`src/rtl/present_pkg.sv`:
```
// Shared widths, FSM state encoding and block/key types for the PRESENT-80 CTR sequencer.
package present_pkg;

  localparam int KEY_W    = 80;
  localparam int BLK_W    = 64;
  localparam int CORE_LAT = 33;
  localparam int WAIT_W   = $clog2(CORE_LAT);

  typedef enum logic [2:0] {
    IDLE  = 3'd0,
    RUN   = 3'd1,
    IVLD  = 3'd2,
    LOAD  = 3'd3,
    WAIT  = 3'd4,
    DRAIN = 3'd5
  } ctrl_state_t;

  typedef logic [63:0] blk_t;
  typedef logic [79:0] key_t;

endpackage

```
`src/rtl/present_ctr_ctrl_if.sv`:
```
// Plaintext-in / ciphertext-out valid/ready streams of the CTR sequencer.
// master = host side (source and sink), slave = sequencer side.
interface present_ctr_ctrl_if;
  import present_pkg::*;

  logic in_valid;
  logic in_ready;
  blk_t in_data;
  logic in_last;
  logic out_valid;
  logic out_ready;
  blk_t out_data;
  logic out_last;

  modport master (
    output in_valid, in_data, in_last, out_ready,
    input  in_ready, out_valid, out_data, out_last
  );

  modport slave (
    input  in_valid, in_data, in_last, out_ready,
    output in_ready, out_valid, out_data, out_last
  );

endinterface

```
`src/rtl/present_ctrl_outbuf.sv`:
```
// One-entry ciphertext holding register: ld_vld captures in 1 cycle, then data/last are held
// unchanged until out_valid && out_ready; the loader only writes while the entry is empty.
module present_ctrl_outbuf
  import present_pkg::*;
(
  input  logic clk,
  input  logic rst,
  input  logic ld_vld,
  input  blk_t ld_dat,
  input  logic ld_last,
  output logic out_valid,
  input  logic out_ready,
  output blk_t out_data,
  output logic out_last
);

  logic vld_q, vld_d;
  blk_t dat_q, dat_d;
  logic last_q, last_d;

  always_comb begin
    vld_d  = vld_q;
    dat_d  = dat_q;
    last_d = last_q;
    if (vld_q && out_ready) begin
      vld_d = 1'b0;
    end
    if (ld_vld) begin
      vld_d  = 1'b1;
      dat_d  = ld_dat;
      last_d = ld_last;
    end
  end

  always_ff @(posedge clk) begin
    if (rst) begin
      vld_q  <= 1'b0;
      dat_q  <= '0;
      last_q <= 1'b0;
    end else begin
      vld_q  <= vld_d;
      dat_q  <= dat_d;
      last_q <= last_d;
    end
  end

  assign out_valid = vld_q;
  assign out_data  = dat_q;
  assign out_last  = last_q;

endmodule

```
`src/rtl/present_ctr_ctrl.sv`:
```
// PRESENT-80 CTR sequencer: one block in flight, in_valid->out_valid 36 cycles, at most 1 block / 37 cycles;
// source/sink stalls freeze FSM and counter. PRESENT_CTRL_BLKCNT_EN adds blk_cnt and ctr_wrap ports.
module present_ctr_ctrl
  import present_pkg::*;
(
  input  logic              clk,
  input  logic              rst,
  input  logic              cfg_start,
  input  key_t              cfg_key,
  input  blk_t              cfg_iv,
  output logic              busy,
  present_ctr_ctrl_if.slave strm,
  output logic              core_load,
  output logic              core_load_iv,
  output blk_t              core_iv,
  output key_t              core_key,
  output blk_t              core_pt,
  input  blk_t              core_ct
`ifdef PRESENT_CTRL_BLKCNT_EN
  ,
  output logic [31:0]       blk_cnt,
  output logic              ctr_wrap
`endif
);

  ctrl_state_t         state_q, state_d;
  key_t                key_q, key_d;
  blk_t                ctr_q, ctr_d;
  blk_t                pt_q, pt_d;
  logic                last_q, last_d;
  logic [WAIT_W-1:0]   wait_q, wait_d;
  logic                ob_ld;
  logic                start_acc;
  logic                drain_hs;

  assign start_acc = (state_q == IDLE) && cfg_start;
  assign drain_hs  = (state_q == DRAIN) && strm.out_valid && strm.out_ready;

  always_comb begin
    state_d = state_q;
    key_d   = key_q;
    ctr_d   = ctr_q;
    pt_d    = pt_q;
    last_d  = last_q;
    wait_d  = wait_q;
    ob_ld   = 1'b0;
    case (state_q)
      IDLE: begin
        if (start_acc) begin
          key_d   = cfg_key;
          ctr_d   = cfg_iv;
          state_d = RUN;
        end
      end
      RUN: begin
        if (strm.in_valid) begin
          pt_d    = strm.in_data;
          last_d  = strm.in_last;
          state_d = IVLD;
        end
      end
      IVLD: state_d = LOAD;
      LOAD: begin
        wait_d  = '0;
        state_d = WAIT;
      end
      // wait_q reaches CORE_LAT-1 in cycle L+CORE_LAT, the cycle core_ct is valid
      WAIT: begin
        if (wait_q == WAIT_W'(CORE_LAT - 1)) begin
          ob_ld   = 1'b1;
          state_d = DRAIN;
        end else begin
          wait_d = wait_q + 1'b1;
        end
      end
      DRAIN: begin
        if (drain_hs) begin
          ctr_d   = ctr_q + 64'd1;
          state_d = last_q ? IDLE : RUN;
        end
      end
      default: state_d = IDLE;
    endcase
  end

  always_ff @(posedge clk) begin
    if (rst) begin
      state_q <= IDLE;
      key_q   <= '0;
      ctr_q   <= '0;
      pt_q    <= '0;
      last_q  <= 1'b0;
      wait_q  <= '0;
    end else begin
      state_q <= state_d;
      key_q   <= key_d;
      ctr_q   <= ctr_d;
      pt_q    <= pt_d;
      last_q  <= last_d;
      wait_q  <= wait_d;
    end
  end

  assign busy          = (state_q != IDLE);
  assign strm.in_ready = (state_q == RUN);
  assign core_load_iv  = (state_q == IVLD);
  assign core_load     = (state_q == LOAD);
  assign core_iv       = ctr_q;
  assign core_key      = key_q;
  assign core_pt       = pt_q;

  present_ctrl_outbuf u_outbuf (
    .clk       (clk),
    .rst       (rst),
    .ld_vld    (ob_ld),
    .ld_dat    (core_ct),
    .ld_last   (last_q),
    .out_valid (strm.out_valid),
    .out_ready (strm.out_ready),
    .out_data  (strm.out_data),
    .out_last  (strm.out_last)
  );

`ifdef PRESENT_CTRL_BLKCNT_EN
  logic [31:0] blk_cnt_q, blk_cnt_d;
  logic        ctr_wrap_q, ctr_wrap_d;

  always_comb begin
    blk_cnt_d  = blk_cnt_q;
    ctr_wrap_d = ctr_wrap_q;
    if (start_acc) begin
      blk_cnt_d  = '0;
      ctr_wrap_d = 1'b0;
    end else if (drain_hs) begin
      if (blk_cnt_q != '1) begin
        blk_cnt_d = blk_cnt_q + 32'd1;
      end
      if (ctr_q == '1) begin
        ctr_wrap_d = 1'b1;
      end
    end
  end

  always_ff @(posedge clk) begin
    if (rst) begin
      blk_cnt_q  <= '0;
      ctr_wrap_q <= 1'b0;
    end else begin
      blk_cnt_q  <= blk_cnt_d;
      ctr_wrap_q <= ctr_wrap_d;
    end
  end

  assign blk_cnt  = blk_cnt_q;
  assign ctr_wrap = ctr_wrap_q;
`endif

endmodule

```
`src/flat_wrapper.sv`:
```
// flat-port wrapper written by rule: the top's interface ports become plain ports
module present_ctr_ctrl_flat import present_pkg::*;
  (clk, rst, cfg_start, cfg_key, cfg_iv, busy, core_load, core_load_iv, core_iv, core_key, core_pt, core_ct, strm_in_valid, strm_in_data, strm_in_last, strm_out_ready, strm_in_ready, strm_out_valid, strm_out_data, strm_out_last);
  present_ctr_ctrl_if strm_i ();
  input  logic clk;
  input  logic rst;
  input  logic cfg_start;
  input  key_t cfg_key;
  input  blk_t cfg_iv;
  output logic busy;
  output logic core_load;
  output logic core_load_iv;
  output blk_t core_iv;
  output key_t core_key;
  output blk_t core_pt;
  input  blk_t core_ct;
  input wire logic [$bits(strm_i.in_valid)-1:0] strm_in_valid;
  input wire logic [$bits(strm_i.in_data)-1:0] strm_in_data;
  input wire logic [$bits(strm_i.in_last)-1:0] strm_in_last;
  input wire logic [$bits(strm_i.out_ready)-1:0] strm_out_ready;
  output wire logic [$bits(strm_i.in_ready)-1:0] strm_in_ready;
  output wire logic [$bits(strm_i.out_valid)-1:0] strm_out_valid;
  output wire logic [$bits(strm_i.out_data)-1:0] strm_out_data;
  output wire logic [$bits(strm_i.out_last)-1:0] strm_out_last;
  assign strm_i.in_valid = strm_in_valid;
  assign strm_i.in_data = strm_in_data;
  assign strm_i.in_last = strm_in_last;
  assign strm_i.out_ready = strm_out_ready;
  assign strm_in_ready = strm_i.in_ready;
  assign strm_out_valid = strm_i.out_valid;
  assign strm_out_data = strm_i.out_data;
  assign strm_out_last = strm_i.out_last;
  present_ctr_ctrl u_core (.clk(clk), .rst(rst), .cfg_start(cfg_start), .cfg_key(cfg_key), .cfg_iv(cfg_iv), .busy(busy), .strm(strm_i), .core_load(core_load), .core_load_iv(core_load_iv), .core_iv(core_iv), .core_key(core_key), .core_pt(core_pt), .core_ct(core_ct));
endmodule
```
`config.mk`:
```
export PLATFORM = sky130hd
export DESIGN_NAME = present_ctr_ctrl_flat
export DESIGN_NICKNAME = d
export VERILOG_FILES = /design/src/rtl/present_pkg.sv /design/src/rtl/present_ctr_ctrl_if.sv /design/src/rtl/present_ctrl_outbuf.sv /design/src/rtl/present_ctr_ctrl.sv /design/src/flat_wrapper.sv
export SDC_FILE = /design/constraint.sdc
export NUM_CORES = 1
export LEC_CHECK = 0
export BUFFER_PORTS_ARGS = -buffer_cell sky130_fd_sc_hd__buf_2
export CAP_MARGIN = 30
export CORE_AREA = 3 3 213 215
export CTS_BUF_LIST = sky130_fd_sc_hd__clkbuf_8
export DETAILED_ROUTE_END_ITERATION = 7
export DIE_AREA = 0 0 216 218
export PLACE_DENSITY = 0.57
export SETUP_SLACK_MARGIN = 0.05
export SLEW_MARGIN = 20
export SYNTH_ARGS = -nofsm -noshare
export SYNTH_HDL_FRONTEND = slang
export SYNTH_SLANG_ARGS = --single-unit
```
`constraint.sdc`:
```
create_clock -name clk -period 1.9 [get_ports clk]
set_input_delay 0.38 -clock clk [delete_from_list [all_inputs] [get_ports clk]]
set_output_delay 0.38 -clock clk [all_outputs]
set_load 0.02 [all_outputs]
```
[Word-level counts from Yosys, hierarchy flattened]
Cells that the tools add are included.
Widths: inputs -> output; s select.
Word-level totals
  flip-flop bits (word level): 284
  latch bits: 0
  RAM bits: 0
  memory bits (read-only): 0
  bits of input ports: 278
  output and inout port bits: 278
  word-level logic and storage cells: 51
  memories: 0
Cells by class
  $add $sub $neg: 2
  multipliers: 0
  divide/modulo/power cells: 0
  $lt $le $gt $ge: 0
  eq/ne operators: 11
  shift operators: 0
  multiplexer cells: 15
  bitwise logic cells: 0
  reduce and logical (&&, ||, !) cells: 14
Operators with widths (count)
  $mux 64: 2
  $pmux 64 s2: 1
  $add 64x1->64 const B: 1
  $pmux 3 s6: 1
  $mux 3: 4
  $pmux 6 s2: 1
  $add 6x1->6 const B: 1
  $eq 3x2->1 const B: 2
  $eq 3x3->1 const B: 2
  $eq 6x6->1 const B: 1
  $mux 6: 1
  $ne 2x1->1 const B: 3
  $reduce_and 2->1: 3
  $reduce_bool 2->1: 3
  $mux 1: 5
  $logic_and 1x1->1: 4
  $ne 2x2->1 const B: 2
  $reduce_and 4->1: 1
  $eq 3x1->1 const B: 1
  $logic_not 3->1: 1
  $reduce_and 3->1: 1
  $reduce_bool 3->1: 1

[Longest topological paths before layout]
Gate-level depths: netlist of the first run.
  depth after elaboration: 5
  mapped depth: 10
  depth with buffers taken out: 8

[Cells and area by module]
A second synthesis of the first run with hierarchy kept.
Unflattened totals
  cell total of the unflattened synthesis: 1551
  area total of the unflattened synthesis: 12353.1 um^2
Modules (own cells, without submodules)
  present_ctr_ctrl: times used 1, cells each 1337, area an instance 9967.1 um^2, seq. area each 4364.2 um^2
  present_ctrl_outbuf: times used 1, cells each 214, area an instance 2386.0 um^2, seq. area each 1321.3 um^2

[Worst setup path before layout of the first run]
No wires, ideal clock.
  path kind: reg-to-reg
  from: register u_core.ctr_q[0] (netlist: u_core.core_iv[0])
  to: register u_core.ctr_q[34] (netlist: u_core.core_iv[34])
  setup time: 0.074 ns
  data arrival time: 2.171 ns
  data required time: 1.826 ns
  path slack: -0.345 ns
  stages on the path, launching flop included: 9
  buffers on the path: 1
  period minus slack after synthesis: 2.245 ns
  cell sequence: dfxtp_1 ha_1 and3_1 nand4_4 nor4_4 buf_4 nand3_1 or3_1 a31oi_1
Between the ends
  word-level cells in the longest chain between the ends: 3
Ends and longest elaborated chain
  start: declaration: RTL line present_ctr_ctrl.sv:28  | blk_t ctr_q, ctr_d;
  start signal: assignment: RTL line present_ctr_ctrl.sv:97  | ctr_q <= ctr_d;
  $add 64x1->64: RTL line present_ctr_ctrl.sv:78  | ctr_d = ctr_q + 64'd1;
  $mux 64: RTL line present_ctr_ctrl.sv:77  | if (drain_hs) begin
  $pmux 64 s2: RTL line present_ctr_ctrl.sv:47  | case (state_q)
Every way passes these cells. The select of a mux whose other input is x is not followed.
A chain may end at the register's enable or synchronous reset.

[Worst setup path after layout of the first run]
  from: register u_core.ctr_q[1] (netlist: u_core.core_iv[1])
  to: register u_core.ctr_q[59] (netlist: u_core.core_iv[59])
Same word-level chain as after synthesis.

==> results of run 1 <==
-- metal layers --
layer / GRT usage (%) / routed length (um)
met1: 25.79 / 23960
met2: 37.20 / 30290
met3: 4.974 / 4608
met4: 9.389 / 2582
met5: 0 / 34
-- repair_timing --
action	4_1_cts	5_1_grt
gates resized for setup	83	361
hold endpoints to repair	210	0
gates cloned	9	27
hold buffers	210	0
pin swaps	37	143
buffers inserted	19	60
endpoints found under the setup margin	134	162
-- path summary, 6_finish.rpt --
| kind | start | end | slack [ns] | cells past startpoint |
|---|---|---|---|---|
| max | u_core.core_iv[1]$_SDFFE_PP0P_ | u_core.core_iv[59]$_SDFFE_PP0P_ | -0.21 | 7 |
| min | cfg_key[59] | u_core.core_key[59]$_SDFFE_PP0P_ | 0.05 | 3 |
| max reg2reg | u_core.core_iv[1]$_SDFFE_PP0P_ | u_core.core_iv[59]$_SDFFE_PP0P_ | -0.21 | 7 |
| min reg2reg | u_core.core_pt[57]$_SDFFE_PP0P_ | u_core.core_pt[57]$_SDFFE_PP0P_ | 0.45 | 2 |
-- stage by stage --
stage	worst slack (ns)	cell area, um^2	hold WS (ns)
after floorplan	-0.02277	12100	0.4457
after global placement	-0.3005	16670	0.4390
after detailed placement	-0.3126	16670	0.4430
after CTS	-0.2258	20540	0.004654
after global routing	-0.2690	22830	0.01593
final	-0.2148	22830	0.05023
-- state kept, by name, summed over array words and instances (netlist names) --
register / flops
u_core.core_iv: 64
u_core.core_key: 80
u_core.core_pt: 64
u_core.last_q: 1
u_core.state_q: 3
u_core.u_outbuf.out_data: 64
u_core.u_outbuf.out_last: 1
u_core.u_outbuf.out_valid: 1
u_core.wait_q: 6
-- synthesized netlist by cell type, types with 3 or more instances --
| library cell | instances |
|---|---|
| nand2_1 | 516 |
| dfxtp_1 | 284 |
| a21oi_1 | 258 |
| clkbuf_1 | 82 |
| nor2_1 | 60 |
| nand3_1 | 41 |
| o21ai_0 | 39 |
| nand4_1 | 29 |
| a31oi_1 | 28 |
| and3_1 | 23 |
| buf_2 | 18 |
| buf_1 | 13 |
| nor3_1 | 13 |
| a21o_1 | 10 |
| inv_1 | 10 |
| o211ai_1 | 10 |
| o22ai_1 | 10 |
| a22oi_1 | 9 |
| or3_1 | 9 |
| a32o_1 | 8 |
| and4_1 | 8 |
| or4_1 | 8 |
| a22o_1 | 7 |
| nor4_1 | 7 |
| a211oi_1 | 6 |
| and2_1 | 5 |
| o31ai_1 | 5 |
| or2_2 | 4 |
| xor2_1 | 4 |
| a2bb2oi_1 | 3 |
| a311oi_1 | 3 |
| buf_4 | 3 |
| ha_1 | 3 |
| mux2i_1 | 3 |
| nand3b_1 | 3 |
| nor2b_1 | 3 |
-- logic make-up after synthesis --
kind of cell               count (synthesis)  share of synthesized area, %
and+or+nand+nor                          747                         27.55
adders and majority gates                  3                        0.3140
muxes                                      3                        0.2512
DFF                                      284                         47.56
AOI/OAI and AO/OA                        413                         19.77
buffers and inverters                    127                         4.270
xor gates and xnor gates                   4                        0.2930
-- report_power, final --
| part | total, mW | switching [mW] | internal [mW] |
|---|---|---|---|
| clock | 5.86 | 2.74 | 3.12 |
| combinational | 3.78 | 2.00 | 1.78 |
| sequential | 6.52 | 0.245 | 6.28 |
| total | 16.2 | 4.99 | 11.2 |
-- worst max-delay path, cell delays in order (launching register included) --
cell	delay, ns
dfxtp_4	0.37
nand4_1	0.24
nor4_4	0.28
nand4_1	0.15
buf_6	0.17
or3_4	0.33
or3_4	0.33
a31oi_1	0.16
-- layout make-up --
type	instances	area, um^2	share of cell area [%]
multi-input cells	1171	7082	31.01
clock buffers	66	908.4	3.978
repair buffers	1041	8150	35.69
flip-flops and latches	284	5776	25.29
diodes	4	10.01	0.04384
well taps	592	740.7	3.244
inverters	11	41.29	0.1808
clock inverters	27	126.4	0.5534
==> reports/results.tsv, run 1 <==
stage	metric	value	unit
grt	grt-ovfl-total	0	
sta	hold_viol	0	
floorplanning	die_x	216	um
sta	tns	-5.367	ns
floorplanning	core_area	43930	um^2
route	wire_per_inst	19.24	um
cts	clkLatencyLatePin	0.62	ns
route	routed_wl	61480	um
sta	fin_ws	-0.2148	ns
route	vias	16080	
placed_design	dp_hpwl	35890	um
synth	ys_warn_count	0	
synth	ys_types	66	
sta	max-slew-margin-rel	49.00	%
outcome	outcome	finished, violations left	
route	drtIter0Drc	1018	
floorplanning	io_pins	556	
power	fin_total_pwr	16.16	mW
sta	grt_setup_unrepaired	yes	
synth	async_flop_share	0	%
floorplanning	die_h	218	um
flow_run	drv_cap	0	
power	p_leak	10.26	nW
synth	synth_nets	1862	
setup_path	crit_type	flip-flop to flip-flop	
cts	cts_buffers	51	
cells_and_area	drive_above_1_share	46.92	%
sta	maxSlewViolCount	0	
synth	synth_area_leader_cell	dfxtp_1	
synth	seq_area_frac_synth	47.56	%
synth	ys.flop_type	dfxtp_1	
setup_path	crit_fanout	7	
synth	synth_top_area_share	47.56	%
floorplanning	rows	77	
power	ir_drop	539.3	uV
synth	syn_area	11960	um^2
sta	finalCritPeriodShare	111.3	%
placed_design	dp.cells	2786	
sta	setup_viol	99	
sta	fin_worst_skew	0.02794	ns
grt	grt_pass1_vias	15062	
cts	clk_pin_slew	0.06	ns
grt	grt_max_degree	124	
sta	fmax	472.9	MHz
cts	clock_path_buffers	3	
cells_and_area	final_nets	2841	
cells_and_area	final_common_cell	buf_2	
synth	postSynthCellCount	1581	
cells_and_area	synthToLayoutAreaGrowth	91.00	%
cells_and_area	finalNonFillerCells	3196	
grt	grt_pass1_wl	82030	um
synth	synth_edf_count	0	
setup_path	required	2.42	ns
route	via_per_inst	5.031	
cells_and_area	final_cell_mix	buf_2 (550), nand2_1 (406), dfxtp_1 (238)	
cts	root_buffer	clkbuf_8	
route	drtAntennaViolNets	0	
sta	tightest_slew	0.7650	ns
placed_design	io_buffer_count	555	
setup_path	crit_path_end_kind	flip-flop	
route	drt_first_pass_iters	5	
min_path	hp-class	primary input to flip-flop	
setup_path	arrival	2.64	ns
setup_path	start_kind	flip-flop	
placed_design	gp_congestion	0.9001	
cells_and_area	final_core_util	51.98	%
power	power_density	707.8	nW/um^2
floorplanning	die_area	47090	um^2
grt	antenna_found_initial	5	
cts	clock_sinks	284	
synth	ys_top_cells_by_area	dfxtp_1 (48%), nand2_1 (16%), a21oi_1 (11%)	
cts	htree_levels	2	
floorplanning	initial_core_util	27.21	%
grt	grt_use_total	21.58	%
synth	avgSynthCellArea	7.562	um^2
cells_and_area	fillers	3931	
outcome	violations	negative setup slack	
synth	synth-seq-cells	284	
route	post-route-drc-count	0	
sta	timing.final.crit_period	2.115	ns
cts	cts_tree	built	
(Power assumes the default switching activity.)
==> run 2, diff against run 1 <==
--- a/config.mk
+++ b/config.mk
@@ -17,3 +17,4 @@
 export SYNTH_ARGS = -nofsm -noshare
 export SYNTH_HDL_FRONTEND = slang
 export SYNTH_SLANG_ARGS = --single-unit
+export TNS_END_PERCENT = 5
==> reports/results.tsv, run 2 (synthesis gave the netlist of run 1 again) <==
stage	metric	value	unit	change
sta	maxSlewViolCount	0		unchanged
cts	clock_path_buffers	3		unchanged
grt	antenna_found_initial	5		unchanged
setup_path	slowest_delay	0.48	ns	+0.11 ns
setup_path	start_kind	flip-flop		
sta	fmax	474.6	MHz	+0.38%
cells_and_area	synthToLayoutAreaGrowth	70.08	%	
cells_and_area	fillers	4248		+8.1%
floorplanning	die_h	218	um	unchanged
placed_design	dp_slack	-0.3314	ns	-0.01873 ns
grt	grt_pass1_wl	80410	um	-2.0%
cells_and_area	multi_input_area	6010	um^2	-15%
setup_path	worstPathCellList	ha_4 -> and3_4 -> nand4_4 -> nor4_4 -> buf_4 -> nand3_4 -> or4_1 -> a31oi_1		
floorplanning	rows	77		unchanged
setup_path	slowest_stage	or4_1		
sta	tns	-7.787	ns	-2.419 ns
setup_path	timing.rr.start	u_core.core_iv[0]$_SDFFE_PP0P_		
floorplanning	initial_core_util	27.21	%	unchanged
cells_and_area	register_area	5756	um^2	-0.35%
sta	finalCritPeriodShare	110.9	%	-0.42 points
setup_path	crit_fanout	4		-3
cts	cts_buffers	51		unchanged
setup_path	arrival	2.65	ns	about the same
cells_and_area	drive_above_1_share	36.65	%	-10 points
cts	clkLatencyLatePin	0.63	ns	about the same
power	fin_total_pwr	15.32	mW	-5.2%
min_path	hold_start	cfg_iv[17]		
floorplanning	die_x	216	um	unchanged
route	vias	15253		-5.1%
floorplanning	io_pins	556		unchanged
sta	fin_ws	-0.2068	ns	+0.007995 ns
grt	grt_max_degree	83		-33%
setup_path	crit_path_end_kind	flip-flop		
cells_and_area	final_nets	2756		-3.0%
flow_run	drv_cap	0		unchanged
route	wire_per_inst	16.87	um	-12%
placed_design	dp_hpwl	35810	um	-0.22%
sta	setup_viol	109		+10%
cells_and_area	final_core_util	46.28	%	-5.7 points
sta	tightest_slew	0.4488	ns	-0.3162 ns
placed_design	gp_congestion	0.8779		-2.5%
sta	max-slew-margin-rel	69.85	%	+21 points
setup_path	crit_path_start	u_core.core_iv[0]$_SDFFE_PP0P_		
cts	htree_levels	2		unchanged
sta	fin_worst_skew	0.02444	ns	-0.003501 ns
route	routed_wl	52500	um	-15%
cts	cts_tree	built		
min_path	hp-class	primary input to flip-flop		
power	p_leak	9.159	nW	-11%
route	via_per_inst	4.901		-2.6%
setup_path	crit_type	flip-flop to flip-flop		
placed_design	io_buffer_count	555		unchanged
sta	holdWs	0.07139	ns	+0.02116 ns
route	drt_first_pass_iters	6		+1
floorplanning	die_area	47090	um^2	unchanged
sta	grt_setup_unrepaired	yes		
power	power_density	753.2	nW/um^2	+6.4%
grt	grt_use_total	21.01	%	-0.57 points
route	drtAntennaViolNets	0		unchanged
outcome	violations	negative setup slack		
cells_and_area	largest_reg_flops	80		unchanged
outcome	outcome	finished, violations left		
route	drtIter0Drc	927		-8.9%
cells_and_area	final_common_cell	buf_2		
sta	hold_viol	0		unchanged
floorplanning	core_area	43930	um^2	unchanged
grt	grt_pass1_vias	14999		-0.42%
cts	clk_pin_slew	0.06	ns	about the same
setup_path	required	2.44	ns	+0.02 ns
power	ir_drop	510.2	uV	-5.4%
cts	clock_sinks	284		unchanged
sta	timing.final.crit_period	2.107	ns	-0.007995 ns
cts	root_buffer	clkbuf_8		
cells_and_area	final_cell_mix	buf_2 (549), nand2_1 (511), a21oi_1 (256)		
grt	grt-ovfl-total	0		unchanged
route	post-route-drc-count	0		unchanged
-- run 2: cell types whose count changed in the layout (fill, tap and decap cells not counted), sizes merged, moves of 2 or more --
cell and delta:
inv +2, dlygate4sd3 +3, buf -61, clkbuf -25
-- run 2: path summary, 6_finish.rpt --
| path | depth (start not counted) | endpoint | slack, ns |
|---|---|---|---|
| worst min register to register | 2 | u_core.u_outbuf.out_data[7]$_SDFFE_PP0P_ | 0.45 |
| worst max-delay path | 8 | u_core.core_iv[62]$_SDFFE_PP0P_ | -0.21 |
| worst min-delay path | 4 | u_core.core_iv[17]$_SDFFE_PP0P_ | 0.07 |
| worst max register to register | 8 | u_core.core_iv[62]$_SDFFE_PP0P_ | -0.21 |
-- run 2: what timing repair did --
item / in CTS / in global routing
pin swaps: 18 / 25
endpoints found under the setup margin: 139 / 174
cloned: 0 / 0
buffers inserted: 10 / 6
hold buffers: 213 / 0
hold endpoints to repair: 213 / 0
gates resized for setup: 43 / 44
-- run 2: where the power goes --
part	internal, mW	switching, mW	leakage (nW)
logic	1.32	1.61	6.22
registers	6.28	0.205	2.33
clock network	3.15	2.75	0.608
total	10.7	4.57	9.16
-- run 2: area by class of cell --
class                           instances  share of cell area (%)
Tap cell                              592                   3.643
Clock inverter                         28                  0.7261
Inverter                               11                  0.2031
Clock buffer                           66                   4.467
Timing Repair Buffer                  957                   33.05
Multi-Input combinational cell       1170                   29.56
Sequential cell                       284                   28.31
Antenna cell                            4                 0.04923
-- run 2: metal layers --
metal / wire length [um] / global-route usage, % / vias up
li1: - / - / 7244
met5: 13 / 0 / -
met4: 2220 / 10.13 / 2
met1: 20690 / 24.72 / 7150
met3: 3972 / 5.100 / 156
met2: 25600 / 36.01 / 701
-- run 2: metrics by stage --
stage	std cells	instance area (um^2)
6_report	3112	20330
5_1_grt	3112	20330
4_1_cts	3103	20110
3_5_place_dp	2786	16700
3_3_place_gp	2786	16700
2_1_floorplan	1581	12050
-- run 2: critical path, delay by kind of cell, from the launching register on --
family	cells	cell delay, ns
simple gates	5	1.18
flops	1	0.38
buf+inv	1	0.21
fa+ha+maj	1	0.14
compound gates	1	0.13
